==> config.mk <==
export PLATFORM = sky130hd
export DESIGN_NAME = limbo_claim_engine
export DESIGN_NICKNAME = d
export VERILOG_FILES = /design/src/rtl/limbo_pkg.sv /design/src/rtl/claim_rsp_timer.sv /design/src/rtl/limbo_claim_engine.sv
export SDC_FILE = /design/constraint.sdc
export NUM_CORES = 1
export LEC_CHECK = 0
export CAP_MARGIN = 10
export CELL_PAD_IN_SITES_DETAIL_PLACEMENT = 1
export CELL_PAD_IN_SITES_GLOBAL_PLACEMENT = 1
export CORE_ASPECT_RATIO = 0.8
export CORE_MARGIN = 2
export CORE_UTILIZATION = 32
export DETAILED_ROUTE_END_ITERATION = 16
export GPL_ROUTABILITY_DRIVEN = 1
export PLACE_DENSITY = 0.76
export REMOVE_ABC_BUFFERS = 1
export SLEW_MARGIN = 5
export SYNTH_ARGS = -nofsm -noshare
export SYNTH_HDL_FRONTEND = slang
export SYNTH_HIERARCHICAL = 1
export SYNTH_SLANG_ARGS = --single-unit
==> constraint.sdc <==
create_clock -name clk -period 2.35 [get_ports clk]
set_clock_uncertainty 0.15 [all_clocks]
set_input_delay 0.47 -clock clk [delete_from_list [all_inputs] [get_ports clk]]
set_output_delay 0.47 -clock clk [all_outputs]
set_load 0.02 [all_outputs]
==> src/rtl/limbo_pkg.sv <==
// limbo_pkg: shared types and defaults for the limbo register and its claim engine.
// Holds result/state encodings and a saturating increment used by the optional counters.
package limbo_pkg;

    localparam int DEF_TAG_WIDTH = 16;
    localparam int DEF_TIP_WIDTH = 8;

    typedef enum logic [1:0] {
        RELEASED = 2'd0,
        EXPIRED  = 2'd1,
        GHOST    = 2'd2,
        TIMEOUT  = 2'd3
    } claim_res_e;

    typedef enum logic [2:0] {
        IDLE,
        REQ,
        WAIT,
        PURGE,
        RESP
    } claim_state_e;

    function automatic logic [15:0] sat_inc16(input logic [15:0] v);
        return (v == 16'hFFFF) ? v : v + 16'd1;
    endfunction

endpackage

==> src/rtl/claim_rsp_timer.sv <==
// claim_rsp_timer: response wait timer; cleared by load, counts while enabled,
// holds at LIMIT-1 and flags that terminal count.
module claim_rsp_timer #(
    parameter int LIMIT = 16
) (
    input  logic clk,
    input  logic rst,
    input  logic i_load,
    input  logic i_en,
    output logic o_terminal
);

    localparam int             CW   = $clog2(LIMIT + 1);
    localparam logic [CW-1:0]  TERM = CW'(LIMIT - 1);

    logic [CW-1:0] r_count;

    // NOTE: sequential state uses non-blocking assignments so every flop samples pre-edge values.
    always_ff @(posedge clk or negedge rst) begin
        if (!rst) begin
            r_count <= '0;
        end else if (i_load) begin
            r_count <= '0;
        end else if (i_en && (r_count != TERM)) begin
            r_count <= r_count + 1'b1;
        end
    end

    assign o_terminal = (r_count == TERM);

endmodule

==> src/rtl/limbo_claim_engine.sv <==
// limbo_claim_engine: accepts a claim tag, looks it up in the limbo store, purges on a live hit
// and returns RELEASED/EXPIRED/GHOST/TIMEOUT. Define LIMBO_CLAIM_STATS_EN for result counters.
module limbo_claim_engine
    import limbo_pkg::*;
#(
    parameter int TAG_WIDTH   = DEF_TAG_WIDTH,
    parameter int TIP_WIDTH   = DEF_TIP_WIDTH,
    parameter int BASE_TIP    = 5,
    parameter int RSP_TIMEOUT = 16,
    parameter int MAX_RETRY   = 2
) (
    input  logic                 clk,
    input  logic                 rst,
    input  logic                 claim_valid,
    output logic                 claim_ready,
    input  logic [TAG_WIDTH-1:0] claim_tag,
    output logic                 lk_req_valid,
    input  logic                 lk_req_ready,
    output logic [TAG_WIDTH-1:0] lk_req_tag,
    output logic                 lk_req_purge,
    input  logic                 lk_rsp_valid,
    input  logic                 lk_rsp_hit,
    input  logic                 lk_rsp_expired,
    output logic                 res_valid,
    input  logic                 res_ready,
    output claim_res_e           res_code,
    output logic [TAG_WIDTH-1:0] res_tag,
    output logic [TIP_WIDTH-1:0] res_refund
`ifdef LIMBO_CLAIM_STATS_EN
    ,
    output logic [15:0]          stat_ghost,
    output logic [15:0]          stat_expired,
    output logic [15:0]          stat_timeout
`endif
);

    localparam int                   RW          = $clog2(MAX_RETRY + 2);
    localparam logic [RW-1:0]        RETRY_LIMIT = RW'(MAX_RETRY);
    localparam logic [TIP_WIDTH-1:0] GHOST_TIP   = TIP_WIDTH'(BASE_TIP);

    claim_state_e         r_state;
    logic [TAG_WIDTH-1:0] r_tag;
    claim_res_e           r_code;
    logic [TIP_WIDTH-1:0] r_refund;
    logic [RW-1:0]        r_retry;
    logic                 r_claim_ready;
    logic                 r_lk_req_valid;
    logic                 r_lk_req_purge;
    logic                 r_res_valid;

    claim_state_e         w_next_state;
    claim_res_e           w_next_code;
    logic [TIP_WIDTH-1:0] w_next_refund;
    logic [RW-1:0]        w_next_retry;
    logic                 w_latch_tag;
    logic                 w_timer_load;
    logic                 w_timer_en;
    logic                 w_timer_term;

    claim_rsp_timer #(
        .LIMIT(RSP_TIMEOUT)
    ) u_timer (
        .clk        (clk),
        .rst        (rst),
        .i_load     (w_timer_load),
        .i_en       (w_timer_en),
        .o_terminal (w_timer_term)
    );

    // NOTE: every signal gets a default before the case so no path can infer a latch.
    always_comb begin
        w_next_state  = r_state;
        w_next_code   = r_code;
        w_next_refund = r_refund;
        w_next_retry  = r_retry;
        w_latch_tag   = 1'b0;
        w_timer_load  = 1'b0;
        w_timer_en    = 1'b0;
        case (r_state)
            IDLE: begin
                if (claim_valid) begin
                    w_next_state = REQ;
                    w_latch_tag  = 1'b1;
                    w_next_retry = '0;
                end
            end
            REQ: begin
                if (lk_req_ready) begin
                    w_next_state = WAIT;
                    w_timer_load = 1'b1;
                end
            end
            WAIT: begin
                w_timer_en = 1'b1;
                // A response arriving on the terminal cycle takes priority over the timeout.
                if (lk_rsp_valid) begin
                    if (!lk_rsp_hit) begin
                        w_next_state  = RESP;
                        w_next_code   = GHOST;
                        w_next_refund = GHOST_TIP;
                    end else if (lk_rsp_expired) begin
                        w_next_state  = RESP;
                        w_next_code   = EXPIRED;
                        w_next_refund = '0;
                    end else begin
                        w_next_state = PURGE;
                    end
                end else if (w_timer_term) begin
                    if (r_retry < RETRY_LIMIT) begin
                        w_next_retry = r_retry + 1'b1;
                        w_next_state = REQ;
                    end else begin
                        w_next_state  = RESP;
                        w_next_code   = TIMEOUT;
                        w_next_refund = '0;
                    end
                end
            end
            PURGE: begin
                if (lk_req_ready) begin
                    w_next_state  = RESP;
                    w_next_code   = RELEASED;
                    w_next_refund = '0;
                end
            end
            RESP: begin
                if (res_ready) begin
                    w_next_state = IDLE;
                end
            end
            default: w_next_state = IDLE;
        endcase
    end

    // Handshake outputs are registered from the next state so they change only on the clock.
    always_ff @(posedge clk or negedge rst) begin
        if (!rst) begin
            r_state        <= IDLE;
            r_tag          <= '0;
            r_code         <= RELEASED;
            r_refund       <= '0;
            r_retry        <= '0;
            r_claim_ready  <= 1'b1;
            r_lk_req_valid <= 1'b0;
            r_lk_req_purge <= 1'b0;
            r_res_valid    <= 1'b0;
        end else begin
            r_state        <= w_next_state;
            r_code         <= w_next_code;
            r_refund       <= w_next_refund;
            r_retry        <= w_next_retry;
            r_claim_ready  <= (w_next_state == IDLE);
            r_lk_req_valid <= (w_next_state == REQ) || (w_next_state == PURGE);
            r_lk_req_purge <= (w_next_state == PURGE);
            r_res_valid    <= (w_next_state == RESP);
            if (w_latch_tag) begin
                r_tag <= claim_tag;
            end
        end
    end

    assign claim_ready  = r_claim_ready;
    assign lk_req_valid = r_lk_req_valid;
    assign lk_req_purge = r_lk_req_purge;
    assign lk_req_tag   = r_tag;
    assign res_valid    = r_res_valid;
    assign res_code     = r_code;
    assign res_tag      = r_tag;
    assign res_refund   = r_refund;

`ifdef LIMBO_CLAIM_STATS_EN
    logic        w_resp_entry;
    logic [15:0] r_stat_ghost;
    logic [15:0] r_stat_expired;
    logic [15:0] r_stat_timeout;

    assign w_resp_entry = (w_next_state == RESP) && (r_state != RESP);

    always_ff @(posedge clk or negedge rst) begin
        if (!rst) begin
            r_stat_ghost   <= '0;
            r_stat_expired <= '0;
            r_stat_timeout <= '0;
        end else if (w_resp_entry) begin
            case (w_next_code)
                GHOST:   r_stat_ghost   <= sat_inc16(r_stat_ghost);
                EXPIRED: r_stat_expired <= sat_inc16(r_stat_expired);
                TIMEOUT: r_stat_timeout <= sat_inc16(r_stat_timeout);
                default: ;
            endcase
        end
    end

    assign stat_ghost   = r_stat_ghost;
    assign stat_expired = r_stat_expired;
    assign stat_timeout = r_stat_timeout;
`endif

endmodule

# ---- Yosys cells after proc, flatten, opt, wreduce, memory -nomap -nowiden
# Index checks and enable logic that the tools add are counted.
# W data, S select, Z words.
dict set report op_classes {
  addsub 2
  eq_ne 17
  mux 36
  magnitude_cmp 1
  reduce_logical 9
}
# cell count
set op_table {}
lappend op_table {{$mux W8} 6}
lappend op_table {{$mux W3} 9}
lappend op_table {{$mux W2} 10}
lappend op_table {{$pmux W8 S2} 1}
lappend op_table {{$pmux W3 S5} 1}
lappend op_table {{$mux W5} 2}
lappend op_table {{$reduce_and A5 Y1} 2}
lappend op_table {{$eq A3 B2 Y1 const B} 3}
lappend op_table {{$ne A2 B2 Y1 const B} 4}
lappend op_table {{$pmux W2 S2} 2}
lappend op_table {{$eq A3 B1 Y1 const B} 2}
lappend op_table {{$eq A3 B3 Y1 const B} 2}
lappend op_table {{$logic_not A3 Y1} 2}
lappend op_table {{$reduce_bool A2 Y1} 3}
lappend op_table {{$add A5 B1 Y5 const B} 1}
lappend op_table {{$eq A5 B4 Y1 const B} 1}
lappend op_table {{$mux W1} 5}
lappend op_table {{$ne A5 B4 Y1 const B} 1}
lappend op_table {{$ne A4 B4 Y1 const B} 1}
lappend op_table {{$ne A3 B2 Y1 const B} 1}
lappend op_table {{$ne A3 B3 Y1 const B} 1}
lappend op_table {{$add A2 B1 Y2 const B} 1}
lappend op_table {{$lt A2 B2 Y1 const B} 1}
lappend op_table {{$ne A2 B1 Y1 const B} 1}
lappend op_table {{2 further kinds} 2}
dict set report totals {
  out_inout_bits 46
  register_bits 40
  input_bits 24
  elab_cells 75
}

# ---- Logic depth before layout (Yosys ltp)
dict set report logic_depth {
  depth_word 7
  depth_mapped 7
  ltp_nobuf 7
}

# ---- Hierarchy
# Netlist, hierarchy kept.
# module cells_per_inst area_per_inst_um2 instances seq_area_each_um2
set by_module_without_submodules {}
lappend by_module_without_submodules {limbo_claim_engine 116 1400.1 1 701.9}
lappend by_module_without_submodules {claim_rsp_timer 23 260.2 1 125.1}

# ---- Worst setup path after synthesis
# OpenSTA, ideal clock, no wires.
dict set report synth_path {
  kind {register to register}
  start {reg u_timer.r_count[0]}
  end {reg r_lk_req_purge, in the netlist lk_req_purge}
  n_path_buf 0
  path_stages_with_launch 8
  setup_ns 0.119
  arrival_ns 1.729
  required_ns 2.081
  period_less_slack_ns 1.998
  setup_slack_ns 0.352
  path_cell_list {dfrtp_1 > ha_1 > and3_1 > ha_1 > or2b_2 > o2bb2ai_1 > a211o_2 > and2_1}
}
dict set report synth_via {
  elab_chain_cells 5
}
# element line
set synth_rtl {}
lappend synth_rtl {{from (decl)} claim_rsp_timer.sv:16} ;# logic [CW-1:0] r_count;
lappend synth_rtl {{from (signal assigned)} claim_rsp_timer.sv:25} ;# r_count <= r_count + 1'b1;
lappend synth_rtl {{$eq A5 B4 Y1} claim_rsp_timer.sv:29} ;# assign o_terminal = (r_count == TERM);
lappend synth_rtl {{net w_timer_term} limbo_claim_engine.sv:58} ;# logic w_timer_term;
lappend synth_rtl {{$mux W3} limbo_claim_engine.sv:108} ;# end else if (w_timer_term) begin
lappend synth_rtl {{$mux W3} limbo_claim_engine.sv:96} ;# if (lk_rsp_valid) begin
lappend synth_rtl {{$pmux W3 S5} limbo_claim_engine.sv:79} ;# case (r_state)
lappend synth_rtl {{net w_next_state[0]} limbo_claim_engine.sv:51} ;# claim_state_e w_next_state;
lappend synth_rtl {{$eq A3 B2 Y1} limbo_claim_engine.sv:154} ;# r_lk_req_purge <= (w_next_state == PURGE);
lappend synth_rtl {{to (signal assigned)} limbo_claim_engine.sv:154}
lappend synth_rtl {{to (decl)} limbo_claim_engine.sv:48} ;# logic r_lk_req_purge;
# The timed path passes the listed nets, and every way through them passes these cells.
# A chain may end at the register's enable or synchronous reset.

# ---- Worst setup path after layout
# Same ends and word-level chain as after synthesis.

==> summary.md <==
| Metric | Value |
|---|---|
| Worst slack at placement | `0.186 ns` |
| Final Hold Fails | `0` |
| Final ANT Viol Nets | `0` |
| Synth area leaders | `dfrtp_1 (48%), buf_4 (11%), mux2_1 (9.5%)` |
| Most common cell in the netlist | `dfrtp_1` |
| Register area share after synthesis | `49.8%` |
| Cell count after synthesis | `about 140` |
| Top FF cell, synth | `dfrtp_1` |
| Final Wtd Congestion | `about 0.78` |
| Synth cell count leaders | `dfrtp_1 (32), buf_4 (25), mux2_1 (14)` |
| Die X-Extent | `approximately 85 um` |
| CTS tree | `built` |
| Clk_lat worst skew | `0.28 ns` |
| Top routing layer used | `met4` |
| Leading area contributor after synthesis | `dfrtp_1` |
| Design Area, Final | `2330 sq um` |
| Core area | `about 5000 sq um` |
| # rows | `23` |
| CP arrival | `2.18 ns` |
| Final Max Slew Viols | `0` |
| Total gr overflow | `0` |
| Power per cell area | `1380 nW/um^2` |
| Quantity of I/O buffers inserted on ports | `63` |
| VDD IR max | `596 uV` |
| Via density | `approximately 4.7` |
| Fin util | `a little under half` |
| Clock transition at path regs | `about 0.07 ns` |
| Initial Utilization | `roughly 33%` |
| Maximum achievable frequency | `about 0.46 GHz` |
| Post-synth EDFFs | `0` |
| H-tree depth | `2` |
| Max Cap Viol | `0` |
| All-layer global routing usage | `between 10 and 15%` |
| # nets final | `approximately 220` |
| Synth warnings | `6` |
| Initial DRT Pass Iterations | `4` |
| Leakage Power | `1.02 nW` |
| Wire length on met2 | `roughly 2.0 mm` |
| Post-synth top area share | `approximately half` |
| Largest net degree at the start of global routing | `34` |
| Root buf cell | `clkbuf_8` |
| Area Growth Syn to Fin | `40.5%` |
| Final period utilization | `between 90% and 100%` |
| Vias in the first global route | `about 1,300` |
| Post-Syn Area per Cell | `around 12 sq um` |
| Top-level I/O count | `70` |
| Num CTS Buffers | `5` |
| Die Ht | `just under 70 um` |
| Resized Gates After CTS | `0` |
| Post-synthesis sequential element count | `33` |
| Crit path kind | `reg2reg` |
| Hold Crit Class | `reg2reg` |
| Postcts setup bufs | `0` |
| # fillers | `540` |
| Area of the multi-input gates | `661 sq um` |
| Storage element area | `between 800 and 900 sq um` |
| Status | `completed` |
| Metal3 WL | `around 240 um` |
| Final Critical Period | `between 2 and 2.5 ns` |
| Avg WL per Cell | `15.4 um` |
| Metal1 wirelength | `around 1.6 mm` |
| CP endpoint kind | `register` |
| Final wirelength | `about 4 mm` |
| FFs w/ async S/R, synth | `100%` |
| CP startpoint kind | `register` |
| WP data required | `between 2 and 2.5 ns` |
| Antenna violations before repair | `0` |
| CTS sink cnt | `33` |
| Post-synth cell types | `38` |
| Worst-path fanout max | `5` |
| Placed standard-cell area | `around 2200 sq um` |
| Die area | `5780 sq um` |
| First-pass GRT wire length | `6.19 mm` |
| Clock Path Buffers | `2` |
| Final setup margin | `0.192 ns` |
| Mapped Area | `approximately 1700 sq um` |
| Ant. Diodes | `0` |
| Layout cells sized above 1 | `between 10% and 20%` |
| Via count | `1,185` |
| Unrepaired setup endpoints after global routing | `no` |
| Final HPWL from detailed placement | `just under 3 mm` |
| # hold bufs at CTS | `0` |
| Final setup vio count | `0` |
| Worst hold slack | `around 0.34 ns` |
| Drc violations | `0` |
| DRT iter0 DRCs | `37` |
-- flip-flops by register name, indices dropped and copies added, names as in the netlist --
register         count
res_code             2
lk_req_valid         1
lk_req_tag          16
res_valid            1
r_state              3
u_timer/r_count      5
r_retry              2
claim_ready          1
res_refund           1
lk_req_purge         1
-- worst paths after layout --
path,start,to,slack [ns],depth (start not counted)
setup / recovery,u_timer/r_count[0],lk_req_purge,0.19,7
hold / removal,r_retry[0],r_retry[0],0.34,1
setup reg to reg,u_timer/r_count[0],lk_req_purge,0.19,7
hold reg to reg,r_retry[0],r_retry[0],0.34,1
max in group asynchronous,rst,claim_ready,1.28,2
min in group asynchronous,rst,res_refund[0],0.44,2
-- metal layers --
metal	global-route usage [%]	vias to the layer above
li1	-	548
met1	16.4	580
met2	25.3	50
met3	3.50	7
met4	7.14	0
met5	0	-
-- cell families after synthesis --
logic type | after synthesis | share of synthesized area, %
and+or+nand+nor | 37 | 14.3
AOI/OAI and AO/OA | 12 | 5.35
DFF | 33 | 49.8
muxes | 23 | 15.1
other | 1 | 0.226
xor gates and xnor gates | 3 | 1.58
buffers and inverters | 28 | 12.1
adders and majority gates | 2 | 1.51
-- where the power goes --
part           total (mW)  internal (mW)  switching [mW]
Clock               0.422          0.232           0.190
Combinational        1.75          0.892           0.855
Sequential           1.04          0.819           0.225
Total                3.21           1.94            1.27
-- layout by cell type, fill, tap and decap left out, types with 3 or more instances in the layout --
| master | count |
|---|---|
| nor2_1 | 9 |
| mux2i_1 | 6 |
| mux2_2 | 3 |
| clkbuf_8 | 6 |
| clkdlybuf4s50_1 | 63 |
| nand2_1 | 7 |
| mux2_1 | 14 |
| buf_4 | 3 |
| conb_1 | 6 |
| a211o_1 | 3 |
| dfrtp_1 | 32 |
-- cell type report --
class	instances	share of cell area, %
Sequential cell	33	35.5
Timing Repair Buffer	67	28.9
Multi-Input combinational cell	83	28.3
Clock buffer	7	3.70
Tap cell	62	3.33
Inverter	2	0.322
-- worst max-delay path: stages (launching register included) --
cell       delay [ns]
dfrtp_1          0.41
ha_1             0.22
and3_1           0.16
ha_1             0.26
or2b_2           0.23
o2bb2ai_1        0.09
a211o_2          0.36
and2_1           0.15
-- per-stage QoR --
step           power (mW)  cells  setup TNS (ns)
6_report             3.21    254               0
5_1_grt              3.41    254               0
4_1_cts              3.27    254               0
3_5_place_dp         2.82    247               0
3_3_place_gp         2.76    247               0
2_1_floorplan        1.88    118          -0.714
Note: power is estimated with default switching activity, not from simulation.
